===== src/rtl/writeback_arbiter_pkg.sv =====
// Shared types for the register-file writeback arbiter: request payload and
// write-source encoding.
package writeback_arbiter_pkg;

   localparam int unsigned DestW = 5;
   localparam int unsigned DataW = 32;

   typedef struct packed {
      logic [DestW-1:0] dest;
      logic [DataW-1:0] data;
   } wb_req_t;

   localparam logic [DestW-1:0] RegZero = 5'd0;

   typedef enum logic {
      WbSrcP0 = 1'b0,
      WbSrcP1 = 1'b1
   } wb_src_e;

endpackage


===== src/rtl/writeback_arbiter_fifo.sv =====
// Synchronous FIFO buffering long-latency writeback requests. No bypass: a
// pushed entry is visible at the head only from the following cycle.
module writeback_arbiter_fifo
   import writeback_arbiter_pkg::*;
#(
   parameter int unsigned Depth = 2,
   localparam int unsigned PtrW = $clog2(Depth),
   localparam int unsigned CntW = PtrW + 1
) (
   input  logic            clk_i,
   input  logic            rst_ni,
   input  logic            push_i,
   input  wb_req_t         wdata_i,
   input  logic            pop_i,
   output wb_req_t         rdata_o,
   output logic            empty_o,
   output logic [CntW-1:0] count_o
);

   wb_req_t         mem_q [Depth];
   logic [PtrW-1:0] wptr_q, wptr_d;
   logic [PtrW-1:0] rptr_q, rptr_d;
   logic [CntW-1:0] count_q, count_d;
   logic            full;
   logic            do_push;
   logic            do_pop;

   always_comb begin
      full    = (count_q == CntW'(Depth));
      empty_o = (count_q == '0);
      do_push = push_i & ~full;
      do_pop  = pop_i & ~empty_o;
      wptr_d  = do_push ? wptr_q + 1'b1 : wptr_q;
      rptr_d  = do_pop ? rptr_q + 1'b1 : rptr_q;
      count_d = count_q;
      unique case ({do_push, do_pop})
         2'b10:   count_d = count_q + 1'b1;
         2'b01:   count_d = count_q - 1'b1;
         default: count_d = count_q;
      endcase
   end

   always_ff @(posedge clk_i) begin
      if (!rst_ni) begin
         wptr_q  <= '0;
         rptr_q  <= '0;
         count_q <= '0;
      end else begin
         wptr_q  <= wptr_d;
         rptr_q  <= rptr_d;
         count_q <= count_d;
      end
   end

   // Storage is qualified by the pointers/count, so it needs no reset.
   always_ff @(posedge clk_i) begin
      if (do_push) begin
         mem_q[wptr_q] <= wdata_i;
      end
   end

   assign rdata_o = mem_q[rptr_q];
   assign count_o = count_q;

endmodule


===== src/rtl/writeback_arbiter.sv =====
// Arbitrates the single regfile write port between the in-order pipe (port 0)
// and the buffered long-latency unit (port 1), with starvation and WAW guards.
module writeback_arbiter
   import writeback_arbiter_pkg::*;
#(
   parameter int unsigned FifoDepth   = 2,
   parameter int unsigned StarveLimit = 4
) (
   input  logic             clk_i,
   input  logic             rst_ni,
   input  logic             p0_valid_i,
   input  logic [DestW-1:0] p0_dest_i,
   input  logic [DataW-1:0] p0_data_i,
   output logic             p0_ready_o,
   input  logic             p1_valid_i,
   input  logic [DestW-1:0] p1_dest_i,
   input  logic [DataW-1:0] p1_data_i,
   output logic             p1_ready_o,
   output logic             reg_write_en_o,
   output logic [DestW-1:0] reg_write_dest_o,
   output logic [DataW-1:0] reg_write_data_o,
   output logic             wb_src_o,
   output logic             p1_pending_o
);

   localparam int unsigned CntW    = $clog2(FifoDepth) + 1;
   localparam int unsigned StarveW = 4;

   wb_req_t            p1_req;
   wb_req_t            head;
   logic               fifo_empty;
   logic [CntW-1:0]    fifo_count;
   logic               push;
   logic               forced;
   logic               waw;
   logic               grant_p0;
   logic               grant_p1;

   logic [StarveW-1:0] starve_q, starve_d;
   logic               en_q, en_d;
   logic [DestW-1:0]   dest_q, dest_d;
   logic [DataW-1:0]   data_q, data_d;
   wb_src_e            src_q, src_d;

   assign p1_req     = '{dest: p1_dest_i, data: p1_data_i};
   assign p1_ready_o = (fifo_count < CntW'(FifoDepth));
   assign push       = p1_valid_i & p1_ready_o;

   writeback_arbiter_fifo #(
      .Depth (FifoDepth)
   ) u_fifo (
      .clk_i   (clk_i),
      .rst_ni  (rst_ni),
      .push_i  (push),
      .wdata_i (p1_req),
      .pop_i   (grant_p1),
      .rdata_o (head),
      .empty_o (fifo_empty),
      .count_o (fifo_count)
   );

   always_comb begin
      forced   = ~fifo_empty && (starve_q == StarveW'(StarveLimit));
      // The buffered result is older, so it must land before a same-dest p0 write.
      waw      = ~fifo_empty && p0_valid_i && (head.dest == p0_dest_i) &&
                 (p0_dest_i != RegZero);
      grant_p0 = p0_valid_i && !forced && !waw;
      grant_p1 = ~fifo_empty && !grant_p0;

      if (fifo_empty || grant_p1) begin
         starve_d = '0;
      end else if (starve_q != StarveW'(StarveLimit)) begin
         starve_d = starve_q + 1'b1;
      end else begin
         starve_d = starve_q;
      end

      en_d   = 1'b0;
      dest_d = dest_q;
      data_d = data_q;
      src_d  = src_q;
      if (grant_p0) begin
         en_d   = (p0_dest_i != RegZero);
         dest_d = p0_dest_i;
         data_d = p0_data_i;
         src_d  = WbSrcP0;
      end else if (grant_p1) begin
         en_d   = (head.dest != RegZero);
         dest_d = head.dest;
         data_d = head.data;
         src_d  = WbSrcP1;
      end
   end

   always_ff @(posedge clk_i) begin
      if (!rst_ni) begin
         starve_q <= '0;
         en_q     <= 1'b0;
         dest_q   <= '0;
         data_q   <= '0;
         src_q    <= WbSrcP0;
      end else begin
         starve_q <= starve_d;
         en_q     <= en_d;
         dest_q   <= dest_d;
         data_q   <= data_d;
         src_q    <= src_d;
      end
   end

   assign p0_ready_o       = grant_p0;
   assign reg_write_en_o   = en_q;
   assign reg_write_dest_o = dest_q;
   assign reg_write_data_o = data_q;
   assign wb_src_o         = src_q;
   assign p1_pending_o     = ~fifo_empty;

endmodule


===== config.mk =====
export PLATFORM = sky130hd
export DESIGN_NAME = writeback_arbiter
export DESIGN_NICKNAME = d
export VERILOG_FILES = /design/src/rtl/writeback_arbiter_pkg.sv /design/src/rtl/writeback_arbiter_fifo.sv /design/src/rtl/writeback_arbiter.sv
export SDC_FILE = /design/constraint.sdc
export NUM_CORES = 1
export LEC_CHECK = 0
export CAP_MARGIN = 40
export CORE_MARGIN = 4
export CORE_UTILIZATION = 25
export CTS_CLUSTER_DIAMETER = 100
export DETAILED_ROUTE_END_ITERATION = 8
export GPL_ROUTABILITY_DRIVEN = 0
export MAX_ROUTING_LAYER = met4
export PLACE_DENSITY = 0.5
export SLEW_MARGIN = 20
export SYNTH_ARGS = -nofsm -noshare
export SYNTH_HDL_FRONTEND = slang
export SYNTH_HIERARCHICAL = 1
export SYNTH_SLANG_ARGS = --single-unit

===== constraint.sdc =====
create_clock -name clk_i -period 5.4 [get_ports clk_i]
set_clock_uncertainty 0.1 [all_clocks]
set_input_delay 0.81 -clock clk_i [delete_from_list [all_inputs] [get_ports clk_i]]
set_output_delay 0.81 -clock clk_i [all_outputs]
set_load 0.02 [all_outputs]

==> run_results.csv, run 1 <==
group,metric,value,unit
clock_network,numCtsBuffers,17,
layout,utilization,0.354,
setup_path,worst-path-max-fanout,20,
power,p_total,3.22,mW
floorplan,start_util,0.255,
power,peakVddDrop,0.196,mV
sta,period_minus_slack,3.87,ns
setup_path,crit_path_end_kind,"primary output",
synth,ys_seq_area_frac,0.612,
layout,diodes,0,
sta,maxSlewViolCount,0,
floorplan,dieArea,23200,um^2
setup_path,start_kind,"flop",
drt,drt_iter0_drc,100,
clock_network,cts_num_sinks,122,
global_route,grt-ovfl-total,0,
layout,final_common_cell,"clkdlybuf4s50_1",
drt,route.detailed.drc,0,
status,status,"finished, final reports clean",
sta,finalCritPeriodShare,0.716,
floorplan,die_w,152,um
global_route,grt_max_degree,46,
floorplan,io_pins,120,
setup_path,path_class,"flop to primary output",
global_route,grt_first_pass_wirelength,19300,um
synth,synth_warnings,6,
sta,finalSetupTns,0,ns
sta,setup_viol,0,
synth,avgSynthCellArea,13.4,um^2
clock_network,clock_latency,0.40,ns
global_route,antenna_found_initial,0,
synth,synth.distinct_cells,31,
layout,layout_common_cells,"clkdlybuf4s50_1 (118), nand2_1 (79), edfxtp_1 (74)",
synth,syn_area,5200,um^2
run,maxCapViolCount,0,
clock_network,postCtsHoldBufs,0,
clock_network,cts-root-buf,"clkbuf_16",
floorplan,dieHeight,152,um
drt,vias_per_cell,4.10,
global_route,grt_use_total,0.109,
drt,antenna_left,0,
layout,area_delta_synth_final,38.6,%
floorplan,core-area,20400,um^2
power,power.density,447,nW/um^2
global_route,first_global_vias,3653,
clock_network,cts_tree,"done",
drt,vias,3253,
layout,finalNetCount,591,
clock_network,clk_pin_slew_worst_paths,0.05,ns
sta,worst_pin_slew,0.758,ns
clock_network,clock_path_buffers,2,
placement,place_ws,1.60,ns
min_path,hold_path_class,"flop to flop",
floorplan,rows,52,
placement,portBuffers,119,
clock_network,htreeDepth,4,
placement,hpwlAfterDp,7950,um
drt,routedWlPerCell,14.7,um
sta,setup_slack,1.53,ns
layout,drive_gt1_frac,0.163,
synth,syn_nets,469,
power,leakage,2.69,nW
sta,whs,0.417,ns
synth,ys_seq_elements,122,
setup_path,cp_data_required_time,4.49,ns
synth,syn_inst,388,
setup_path,arrival,2.96,ns
clock_network,post_cts_resized,0,
clock_network,post-cts-setup-buffer-count,0,
sta,hold_viol,0,
drt,drtPass1Iterations,4,
sta,relSlewSlack,0.495,
sta,timing.fmax,0.259,GHz
sta,rsz0062_at_grt,"false",
drt,drt-total-wl,11700,um
==> per-stage QoR <==
step	instance area, um^2	cells
2_1_floorplan	5200	388
3_3_place_gp	6650	760
3_5_place_dp	6680	761
4_1_cts	7210	793
5_1_grt	7210	793
6_report	7210	793
==> worst max-delay path, cell delays in order (launching register included) <==
cell	delay, ns
dfxtp_2	0.68
mux2_1	0.43
xor2_1	0.16
nor4_1	0.53
a31oi_4	0.16
clkdlybuf4s50_1	0.59
==> path summary, 6_finish.rpt <==
path | slack, ns | from | to | cells past startpoint
worst max register to register | 1.69 | flop | u_fifo/count_o[1] | 11
worst min register to register | 0.42 | wb_src_o | wb_src_o | 2
worst max-delay path | 1.53 | flop | p0_ready_o | 5
worst min-delay path | 0.42 | wb_src_o | wb_src_o | 2
==> state kept, by name, indices dropped and copies added, names as in the netlist, named ones only <==
signal	count
u_fifo/mem_q	74
reg_write_dest_o	5
starve_q	4
wb_src_o	1
u_fifo/wptr_q	1
reg_write_data_o	32
u_fifo/rptr_q	1
reg_write_en_o	1
u_fifo/count_o	2
==> kinds of logic after synthesis <==
| kind of cell | count (synthesis) | share of synthesized area |
|---|---|---|
| flip-flops | 122 | 0.612 |
| multiplexers | 112 | 0.233 |
| AND/OR/NAND/NOR | 102 | 0.0842 |
| buffers and inverters | 28 | 0.0322 |
| AO/OA/AOI/OAI | 11 | 0.0140 |
| XOR/XNOR | 10 | 0.0168 |
| adder cells (fa/ha/maj) | 3 | 0.00722 |
==> power breakdown <==
part	internal [mW]	total (mW)	switching, mW
sequential	1.18	1.26	0.0742
combinational	0.491	0.948	0.457
clock	0.643	1.02	0.372
==> Yosys cell counts <==
library cell | instances | area share
nand2_1 | 79 | 0.057
edfxtp_1 | 74 | 0.43
dfxtp_1 | 48 | 0.18
mux2_2 | 44 | 0.095
mux2i_1 | 38 | 0.073
mux2_1 | 30 | 0.065
clkbuf_1 | 9 | 0.0065
buf_2 | 8 | 0.0077
inv_1 | 6 | 0.0043
nor2_1 | 6 | 0.0043
xnor2_1 | 5 | 0.0084
xor2_1 | 5 | 0.0084
and4_2 | 4 | 0.0077
buf_8 | 4 | 0.012
o21ai_0 | 4 | 0.0039
ha_1 | 3 | 0.0072
nor2b_1 | 3 | 0.0036
a21boi_1 | 2 | 0.0029
a21o_1 | 2 | 0.0029
nand3_1 | 2 | 0.0019
nor3_1 | 2 | 0.0019
a31oi_1 | 1 | 0.0012
and2_1 | 1 | 0.0012
buf_6 | 1 | 0.0022
nand2b_1 | 1 | 0.0012
nand3b_1 | 1 | 0.0014
nor4_1 | 1 | 0.0012
o211ai_1 | 1 | 0.0014
o21a_2 | 1 | 0.0017
or3_1 | 1 | 0.0012
or4_1 | 1 | 0.0014
==> per-layer routing <==
metal  global-route usage  vias to the layer above  share of wire
li1                     -                     1624              -
met1                0.127                     1539           0.46
met2                0.175                       76           0.48
met3               0.0366                       14          0.051
met4               0.0432                        0          0.015
met5                    -                        -              0
==> area by class of cell <==
| type | instances | area [um^2] |
|---|---|---|
| Clock buffer | 28 | 517 |
| Tap cell | 270 | 338 |
| Fill cell | 1984 | 13200 |
| Multi-Input combinational cell | 238 | 1880 |
| Sequential cell | 122 | 3180 |
| Timing Repair Buffer | 125 | 1250 |
| Inverter | 6 | 22.5 |
| Clock inverter | 4 | 17.5 |
No activity file was read; power rests on OpenSTA's default activity.
==> run 2, diff against run 1 <==
PLACE_DENSITY = 0.51   (was 0.5)
clock period = 3.4 ns   (was 5.4 ns; I/O delays follow)
==> run_results.csv, run 2 (same netlist as run 1, synthesis figures left out) <==
group,metric,value,unit
layout,finalNetCount,596,
power,leakage,2.73,nW
layout,area_delta_synth_final,41.0,%
layout,diodes,0,
power,clkPwrFrac,0.339,
floorplan,dieHeight,152,um
drt,drtPass1Iterations,4,
placement,portBuffers,119,
clock_network,clk_pin_slew_worst_paths,0.05,ns
layout,drive_gt1_frac,0.184,
drt,drt_iter0_drc,97,
floorplan,core-area,20400,um^2
clock_network,clock_latency,0.41,ns
clock_network,htreeDepth,4,
global_route,grt_use_total,0.107,
placement,hpwlAfterDp,8130,um
drt,antenna_left,0,
drt,vias_per_cell,4.12,
sta,finalCritPeriodShare,0.948,
sta,worst_pin_slew,0.482,ns
clock_network,clock_path_buffers,2,
clock_network,post-cts-setup-buffer-count,0,
sta,maxSlewViolCount,0,
run,maxCapViolCount,0,
drt,vias,3285,
floorplan,io_pins,120,
clock_network,cts_num_sinks,122,
clock_network,post_cts_resized,0,
drt,routedWlPerCell,14.6,um
layout,layout_common_cells,"clkdlybuf4s50_1 (118), nand2_1 (79), edfxtp_1 (74)",
setup_path,worst-path-max-fanout,17,
floorplan,die_w,152,um
clock_network,cts_tree,"done",
global_route,gr-usage-met1,0.119,
global_route,met3_usage,0.0381,
global_route,first_global_vias,3509,
sta,setup_viol,0,
sta,relSlewSlack,0.678,
floorplan,rows,52,
power,power.density,726,nW/um^2
setup_path,start_kind,"flop",
clock_network,postCtsHoldBufs,0,
sta,finalSetupTns,0,ns
setup_path,path_class,"flop to primary output",
drt,route.detailed.drc,0,
setup_path,worst-r2r-setup-slack,0.58,ns
global_route,grt_max_degree,47,
drt,drt-total-wl,11700,um
floorplan,dieArea,23200,um^2
layout,final_common_cell,"clkdlybuf4s50_1",
setup_path,arrival,2.61,ns
floorplan,start_util,0.255,
power,seq_power_share,0.371,
min_path,hold_path_class,"input pin to flop",
sta,hold_viol,0,
layout,largest_reg_flops,74,
global_route,grt_first_pass_wirelength,18700,um
clock_network,cts-root-buf,"clkbuf_16",
sta,period_minus_slack,3.22,ns
setup_path,crit_path_end_kind,"primary output",
global_route,grt-ovfl-total,0,
setup_path,cp_data_required_time,2.79,ns
power,swShare,0.283,
clock_network,numCtsBuffers,17,
sta,rsz0062_at_grt,"false",
layout,top_register,"u_fifo/mem_q",
power,share_comb_of_total_power,0.290,
status,status,"finished, final reports clean",
global_route,busiest_layer,"met2",
power,p_total,5.33,mW
global_route,gr-usage-met2,0.178,
sta,timing.fmax,0.310,GHz
power,p_int,3.82,mW
global_route,antenna_found_initial,0,
power,peakVddDrop,0.301,mV
power,power.switching,1.51,mW
-- run 2: path summary, 6_finish.rpt --
path / from / endpoint / depth (start not counted)
hold reg to reg: wb_src_o / wb_src_o / 2
setup reg to reg: flop / u_fifo/count_o[1] / 9
setup / recovery: flop / p0_ready_o / 6
hold / removal: rst_ni / reg_write_data_o[28] / 3
-- run 2: worst max-delay path: stages, from the launching register on --
cell	delay, ns
dfxtp_2	0.43
buf_4	0.29
mux2_2	0.40
xor2_1	0.14
nor2_1	0.09
a31oi_4	0.21
clkdlybuf4s50_1	0.65
-- run 2: per-stage QoR --
| stage | cell area (um^2) | util | instances | setup slack (ns) | hold slack, ns |
|---|---|---|---|---|---|
| finish | 7330 | 0.360 | 798 | 0.176 | 0.326 |
| CTS | 7310 | 0.359 | 797 | 0.0837 | 0.430 |
| global route | 7330 | 0.360 | 798 | 0.0231 | 0.327 |
| global placement | 6710 | 0.330 | 765 | 0.391 | 0.395 |
| floorplan | 5200 | - | 388 | 0.407 | 0.403 |
| detailed placement | 6710 | 0.330 | 765 | 0.342 | 0.407 |
-- run 2: layout make-up --
class / instances / area, um^2
inverter: 6 / 22.5
fill: 1986 / 13000
multi-input combinational: 238 / 1880
tap: 270 / 338
timing repair buffer: 130 / 1310
clock buffer: 17 / 425
clock inverter: 15 / 176
sequential: 122 / 3180
-- run 2: power by group through the flow --
stage	clock [mW]	combinational, mW	sequential [mW]
6_report	1.81	1.54	1.98
5_1_grt	1.95	1.69	2.01
4_1_cts	1.88	1.58	1.98
3_5_place_dp	0	1.57	2.01
3_3_place_gp	0	1.54	2.00
2_1_floorplan	0	0.905	2.09
-- run 2: routing by layer --
layer,up-vias,share of wire
met5,-,0
met4,0,0.015
met3,14,0.054
met2,77,0.49
met1,1557,0.44
li1,1637,-
